--- src/rtl/mmio_pkg.sv ---
// Shared types and helpers for the MMIO bus controller and its address decoder.
package mmio_pkg;

  typedef enum logic [1:0] {
    IDLE,
    ACCESS,
    RESP
  } state_t;

  // Sentinel returned by the decoder search when no slave matches the index.
  localparam int UNMAPPED = -1;

  // Width of the ack timeout counter and of the saturating error counter.
  localparam int CNT_W = 8;

  function automatic int idxw(input int n);
    return (n <= 2) ? 1 : $clog2(n);
  endfunction

endpackage

--- src/rtl/mmio_onehot_dec.sv ---
// Slave-index decoder: turns the address index field into a one-hot select and a mapped flag.
module mmio_onehot_dec
  import mmio_pkg::*;
#(
  parameter int NUM_SLV = 4,
  parameter int IDXW    = 2
) (
  input  logic [IDXW-1:0]    idx,
  output logic [NUM_SLV-1:0] onehot,
  output logic               mapped
);

  int hit;

  // Indices at or above NUM_SLV leave hit at UNMAPPED and the select all-zero.
  always_comb begin
    onehot = '0;
    hit    = UNMAPPED;
    for (int i = 0; i < NUM_SLV; i++) begin
      if (idx == IDXW'(i)) begin
        onehot[i] = 1'b1;
        hit       = i;
      end
    end
    mapped = (hit != UNMAPPED);
  end

endmodule

--- src/rtl/mmio_bus_ctrl.sv ---
// MMIO controller between the core data port and NUM_SLV slaves: decode, ack wait with timeout, stall.
// Defining MMIO_ERRLOG_EN adds the err_addr/err_cnt error-logging ports.
module mmio_bus_ctrl
  import mmio_pkg::*;
#(
  parameter int AW      = 32,
  parameter int DW      = 32,
  parameter int NUM_SLV = 4,
  parameter int IDX_LSB = 4,
  parameter int TMO     = 15
) (
  input  logic                  clk,
  input  logic                  rst,
  input  logic                  req,
  input  logic                  we,
  input  logic [AW-1:0]         addr,
  input  logic [DW-1:0]         wd,
  output logic [DW-1:0]         rd,
  output logic                  done,
  output logic                  err,
  output logic                  stall,
  output logic [NUM_SLV-1:0]    slv_sel,
  output logic [NUM_SLV-1:0]    slv_we,
  output logic [IDX_LSB-1:0]    slv_addr,
  output logic [DW-1:0]         slv_wd,
  input  logic [NUM_SLV-1:0]    slv_ack,
  input  logic [NUM_SLV*DW-1:0] slv_rd
`ifdef MMIO_ERRLOG_EN
  ,
  output logic [AW-1:0]         err_addr,
  output logic [CNT_W-1:0]      err_cnt
`endif
);

  localparam int IDXW = idxw(NUM_SLV);

  state_t             state;
  logic [IDXW-1:0]    dec_idx;
  logic [IDXW-1:0]    idx_q;
  logic [NUM_SLV-1:0] dec_onehot;
  logic               dec_mapped;
  logic               we_q;
  logic [CNT_W-1:0]   cnt;
  logic               addr_unused;

  assign dec_idx     = addr[IDX_LSB +: IDXW];
  assign addr_unused = ^addr[AW-1:IDX_LSB+IDXW];
  assign stall       = req && !done;

  mmio_onehot_dec #(
    .NUM_SLV(NUM_SLV),
    .IDXW   (IDXW)
  ) u_dec (
    .idx   (dec_idx),
    .onehot(dec_onehot),
    .mapped(dec_mapped)
  );

  // Selects are registered on entry to ACCESS and dropped on the same edge that raises done.
  always_ff @(posedge clk or posedge rst) begin
    if (rst) begin
      state    <= IDLE;
      idx_q    <= '0;
      we_q     <= 1'b0;
      cnt      <= '0;
      rd       <= '0;
      done     <= 1'b0;
      err      <= 1'b0;
      slv_sel  <= '0;
      slv_we   <= '0;
      slv_addr <= '0;
      slv_wd   <= '0;
    end else begin
      done <= 1'b0;
      err  <= 1'b0;
      case (state)
        IDLE: begin
          if (req) begin
            idx_q    <= dec_idx;
            we_q     <= we;
            slv_addr <= addr[IDX_LSB-1:0];
            slv_wd   <= wd;
            if (dec_mapped) begin
              slv_sel <= dec_onehot;
              slv_we  <= dec_onehot & {NUM_SLV{we}};
              state   <= ACCESS;
            end else begin
              done  <= 1'b1;
              err   <= 1'b1;
              state <= RESP;
            end
          end
        end
        ACCESS: begin
          // A real ack takes priority over a timeout landing in the same cycle.
          if (slv_ack[idx_q]) begin
            if (!we_q) rd <= slv_rd[int'(idx_q)*DW +: DW];
            done    <= 1'b1;
            slv_sel <= '0;
            slv_we  <= '0;
            state   <= RESP;
          end else if (cnt == CNT_W'(TMO - 1)) begin
            done    <= 1'b1;
            err     <= 1'b1;
            slv_sel <= '0;
            slv_we  <= '0;
            state   <= RESP;
          end else begin
            cnt <= cnt + 1'b1;
          end
        end
        RESP: begin
          cnt   <= '0;
          state <= IDLE;
        end
        default: state <= IDLE;
      endcase
    end
  end

`ifdef MMIO_ERRLOG_EN
  logic [AW-1:0] addr_q;

  // The latched address is still stable while err is high in RESP.
  always_ff @(posedge clk or posedge rst) begin
    if (rst) begin
      addr_q   <= '0;
      err_addr <= '0;
      err_cnt  <= '0;
    end else begin
      if (state == IDLE && req) addr_q <= addr;
      if (err) begin
        err_addr <= addr_q;
        if (err_cnt != {CNT_W{1'b1}}) err_cnt <= err_cnt + 1'b1;
      end
    end
  end
`endif

endmodule

--- config.mk ---
export PLATFORM = sky130hd
export DESIGN_NAME = mmio_bus_ctrl
export DESIGN_NICKNAME = d
export VERILOG_FILES = /design/src/rtl/mmio_pkg.sv /design/src/rtl/mmio_onehot_dec.sv /design/src/rtl/mmio_bus_ctrl.sv
export SDC_FILE = /design/constraint.sdc
export NUM_CORES = 1
export LEC_CHECK = 0
export BUFFER_PORTS_ARGS = -buffer_cell sky130_fd_sc_hd__buf_2
export CAP_MARGIN = 20
export CELL_PAD_IN_SITES_DETAIL_PLACEMENT = 0
export CELL_PAD_IN_SITES_GLOBAL_PLACEMENT = 1
export CORE_AREA = 3 3 127 129
export CTS_CLUSTER_SIZE = 8
export DETAILED_ROUTE_END_ITERATION = 7
export DIE_AREA = 0 0 130 132
export GPL_TIMING_DRIVEN = 0
export PLACE_DENSITY_LB_ADDON = 0.1
export SETUP_SLACK_MARGIN = 0.5
export SLEW_MARGIN = 15
export SYNTH_ARGS = -nofsm -noshare
export SYNTH_HDL_FRONTEND = slang
export SYNTH_SLANG_ARGS = --single-unit
--- constraint.sdc ---
create_clock -name clk -period 5.8 [get_ports clk]
set_input_delay 0.29 -clock clk [delete_from_list [all_inputs] [get_ports clk]]
set_output_delay 0.29 -clock clk [all_outputs]
set_load 0.1 [all_outputs]
==> Word-level counts from Yosys, hierarchy flattened <==
Index checks and enable logic that the tools add are counted.
{ "classes": {"shift": 1, "eq_ne": 12, "n_lt_le_gt_ge": 1, "addsub": 1, "bitwise_logic": 2, "mux": 33, "reduce_logical": 11} }
{ "op_table": {"columns": ["operator", "count"], "rows": [
  ["$mux 32", 4],
  ["$shiftx 128x8->32", 1],
  ["$ne 32x1->1 const B", 1],
  ["$mux 4", 6],
  ["$mux 8", 2],
  ["$pmux 4 s2", 2],
  ["$pmux 8 s2", 1],
  ["$mux 1", 10],
  ["$add 8x1->8 const B", 1],
  ["$eq 8x4->1 const B", 1],
  ["$mux 2", 4],
  ["$ne 2x2->1 const B", 4],
  ["$eq 2x2->1 const B", 3],
  ["$reduce_and 3->1", 2],
  ["$and 4x4->4", 1],
  ["$eq 2x1->1 const B", 2],
  ["$logic_not 2->1", 2],
  ["$pmux 1 s2", 2],
  ["$pmux 2 s2", 1],
  ["$reduce_and 2->1", 2],
  ["$reduce_and 4->1", 1],
  ["$reduce_bool 2->1", 2],
  ["$lt 2x3->1 const B", 1],
  ["$ne 3x3->1 const B", 1],
  ["4 further kinds", 4]
]} }
{ "totals": {"input_bits": 200, "output_inout_bits": 79, "elab_cells": 72, "reg_bits": 91} }

==> Longest topological paths before layout <==
{ "logic_depth": {"word_depth": 9, "mapped_depth": 7, "depth_no_buf": 6} }

==> Cells and area by module <==
Synthesis repeated with hierarchy kept, for this count alone.
{ "hier_totals": {"cells_unflattened": 287, "area_unflattened_um2": 4381.7} }
{ "by_module_without_submodules": {"columns": ["module", "instances", "area_each_um2", "seq_area_each_um2", "cells_per_inst"], "rows": [
  ["mmio_bus_ctrl", 1, 4344.2, 2277.2, 281],
  ["mmio_onehot_dec", 1, 37.5, 0.0, 6]
]} }

==> Worst setup path before layout <==
OpenSTA, ideal clock, no wires.
{ "synth_timing": {"path_kind": "register to output", "start": "reg done", "end": "out stall", "required_time_ns": 5.510, "t_arrival_ns": 2.211, "slack_ns": 3.299, "path_stages_with_launch": 2, "n_path_buf": 0, "path_cell_list": "dfrtp_1 > nor2b_1"} }
{ "synth_via": {"elab_chain_len": 2} }
{ "synth_lines": {"columns": ["item", "line", "rtl"], "rows": [
  ["start: declaration", "mmio_bus_ctrl.sv:19", "output logic done,"],
  ["start signal: assignment", "mmio_bus_ctrl.sv:67", "done <= 1'b0;"],
  ["start signal: assignment", "mmio_bus_ctrl.sv:74", "done <= 1'b0;"],
  ["start signal: assignment", "mmio_bus_ctrl.sv:88", "done <= 1'b1;"],
  ["$logic_not 1->1", "mmio_bus_ctrl.sv:48", "assign stall = req && !done;"],
  ["$logic_and 1x1->1", "mmio_bus_ctrl.sv:48", null],
  ["end: declaration", "mmio_bus_ctrl.sv:21", "output logic stall,"]
]} }
No other way between the ends.

==> Worst setup path in the final report <==
{ "layout_timing": {"start": "reg idx_q[0]", "end": "reg rd[11]"} }
{ "layout_via": {"elab_chain_len": 3, "elab_cells_between_ends": 4, "classes_between": "shift (1); mux (2); reduce/logical (1)"} }
{ "layout_lines": {"columns": ["item", "line", "rtl"], "rows": [
  ["start: declaration", "mmio_bus_ctrl.sv:39", "logic [IDXW-1:0] idx_q;"],
  ["start signal: assignment", "mmio_bus_ctrl.sv:79", "idx_q <= dec_idx;"],
  ["parallel branches: the longest is 3 deep, another holds $shiftx 128x8->32", null, null],
  ["end signal: assignment", "mmio_bus_ctrl.sv:97", "if (!we_q) rd <= slv_rd[int'(idx_q)*DW +: DW];"],
  ["end: declaration", "mmio_bus_ctrl.sv:18", "output logic [DW-1:0] rd,"]
]} }
Parallel ways; which one is timed is not known. The select of a mux whose other input is x is not followed.
A chain may end at the register's enable or synchronous reset.

==> flow_summary.json <==
{
  "final_antenna_net_count": 0,
  "fin_nets": 841,
  "post-route-period-util_pct": 37.07,
  "end_kind": "register",
  "antenna_found_initial": 0,
  "outcome": "completed",
  "yosysTopAreaCellShare_pct": 50.25,
  "synth_flop_cell": "dfrtp_1",
  "ff2ff_path_depth": 4,
  "wirelength_microns": 14360,
  "die_area_sq_um": 17160,
  "fin_crit_ns": 2.150,
  "cts_root_buf": "clkbuf_16",
  "cts_buffer_depth": 2,
  "cts_max_level": 3,
  "cts_num_sinks": 91,
  "die_x_microns": 130,
  "boundaryPins": 279,
  "grt_pass1_wl_microns": 21850,
  "setup_tns_ns": 0,
  "drc": 0,
  "fin_worst_skew_ns": 0.005339,
  "place_congestion": 0.8176,
  "die_h_microns": 132,
  "grt_start_max_net_pins": 69,
  "hold_viol": 0,
  "async_flop_share_pct": 100.0,
  "clk_pin_slew_ns": 0.07,
  "rsz0062_at_grt": "no",
  "cp.required_ns": 6.03,
  "worstSetupStartpointType": "register",
  "tightest_slew_ns": 0.8544,
  "yosys_warnings": 0,
  "core.rowCount": 45,
  "yosys.area.top_type": "dfrtp_1",
  "yosysSeqAreaShare_pct": 50.25,
  "synth_area_sq_um": 4532,
  "cp_max_fo": 10,
  "drive_above_1_share_pct": 53.57,
  "max_slew_margin_pct": 43.04,
  "ys_ff_latch": 91,
  "start_util_pct": 29.92,
  "via_per_inst": 4.673,
  "drt_first_iter_violations": 139,
  "core_sq_um": 15150,
  "worstPathArrival_ns": 2.38,
  "yosys.cell_types.count": 38,
  "synth_edf_count": 0,
  "via_count": 3888,
  "worstHoldPathCells": 3,
  "ys_top_cells_by_area": "dfrtp_1 50%, mux4_2 16%, nand2_1 11%",
  "overflow": 0,
  "setup_viol": 0,
  "cts_resized": 0,
  "synth_fp_nets": 576,
  "hp-class": "in -> reg",
  "grtUsageTotal_pct": 16.41,
  "wire_per_inst_microns": 17.25,
  "clk_latency_ns": 0.35,
  "numCtsBuffers": 9,
  "fmax_ghz": 0.4651,
  "diodes": 0,
  "final_max_slew_viol_count": 0,
  "hpwl_microns": 11040,
  "synth_cells": 374,
  "dr.pass1.iters": 4,
  "drv_cap": 0,
  "areaGrowthSynthToFinish_pct": 41.52,
  "syn_avg_cell_area_sq_um": 12.12,
  "criticalPathCategory": "reg -> reg",
  "io_buffer_count": 252,
  "cts_tree": "yes",
  "grt_pass1_vias": 3988
}
## registers in the layout, indices dropped and copies added (netlist names)
register and count:
idx_q 2, slv_wd 32, slv_sel 4, state 2, slv_we 4, rd 32
cnt 8, we_q 1, err 1, done 1, slv_addr 4
## layer usage
metal / part of all wire (%) / wire (microns) / track usage [%]
met3: 10 / 1466 / 7.253
met4: 1.5 / 210 / 4.330
met2: 47 / 6799 / 26.70
met5: 0 / 0 / 0
met1: 41 / 5879 / 19.81
## cell families (layout without fill, tap and decap cells)
logic type               count (synthesis)  in the layout  synth area share (%)
AO/OA/AOI/OAI                           20             20                 3.230
XOR/XNOR                                 1              1                0.1933
adder cells (fa/ha/maj)                  2              2                0.5521
buffers and inverters                   26            296                 2.926
flip-flops                              91             91                 50.25
multiplexers                            69             69                 27.58
AND/OR/NAND/NOR                        165            165                 15.27
## final timing paths
| path | start | to | slack [ns] |
|---|---|---|---|
| setup / recovery | idx_q[0]$_DFFE_PP0P_ | rd[11]$_DFFE_PP0P_ | 3.65 |
| hold / removal | wd[6] | slv_wd[6]$_DFFE_PP0P_ | 0.13 |
| setup reg to reg | idx_q[0]$_DFFE_PP0P_ | rd[11]$_DFFE_PP0P_ | 3.65 |
| hold reg to reg | slv_wd[3]$_DFFE_PP0P_ | slv_wd[3]$_DFFE_PP0P_ | 0.47 |
| max in group asynchronous | rst | slv_wd[29]$_DFFE_PP0P_ | 4.74 |
| min in group asynchronous | rst | rd[19]$_DFFE_PP0P_ | 0.44 |
## through the flow
step | worst slack [ns] | utilization (%) | area, sq um | std cells | hold slack (ns)
detailed placement | 3.613 | 40.02 | 6061 | 815 | 0.2680
CTS | 3.592 | 42.35 | 6414 | 832 | 0.1045
global route | 3.442 | 42.35 | 6414 | 832 | 0.1135
floorplan | 3.146 | - | 4532 | 374 | 0.3954
finish | 3.650 | 42.35 | 6414 | 832 | 0.1255
global placement | 1.737 | 39.80 | 6028 | 814 | 0.4551
## final cells by class
| class | count | area, sq um |
|---|---|---|
| Fill cell | 1488 | 8732 |
| Sequential cell | 91 | 2277 |
| Multi-Input combinational cell | 257 | 2122 |
| Timing Repair Buffer | 254 | 1299 |
| Tap cell | 188 | 235.2 |
| Clock buffer | 10 | 229.0 |
| Buffer | 23 | 121.4 |
| Clock inverter | 6 | 113.9 |
| Inverter | 3 | 16.27 |
## cells in the mapped netlist, drive strengths merged (3+ instances only)
| master | number |
|---|---|
| buf | 8 |
| clkbuf | 15 |
| dfrtp | 91 |
| inv | 3 |
| mux2 | 34 |
| mux2i | 3 |
| mux4 | 32 |
| nand2 | 133 |
| nand2b | 3 |
| nand3 | 9 |
| nor2 | 4 |
| o21ai | 5 |
| o22ai | 4 |
| o32ai | 3 |
| or4 | 4 |
## placed cells by master (no fill, tap or decap), types with 2 or more instances in the layout
master,count
and2_1,2
buf_1,2
buf_2,253
buf_6,4
bufinv_16,3
clkbuf_1,16
clkbuf_16,9
clkinvlp_4,2
dfrtp_1,91
ha_1,2
inv_1,2
mux2_2,4
mux2_4,30
mux2i_1,2
mux4_2,32
nand2_1,133
nand2b_1,3
nand3_1,9
nand4_1,2
nor2_1,4
nor2b_1,2
o21ai_0,5
o22ai_1,4
o32ai_1,3
or3_1,2
or4_1,4
## critical path, cell delays in order, from the launching register on
cell and delay, ns:
dfrtp_1 0.34, buf_6 0.14, buf_1 0.66, mux4_2 0.61
mux2_4 0.28
## repair_timing
item	4_1_cts	5_1_grt
hold buffers	1	0
hold endpoints to repair	23	0
buffers inserted	0	0
endpoints found under the setup margin	0	0
Power is left out: the tool's default activity adds up to more than one toggle a clock period on the data nets, which glitch-free logic cannot reach.
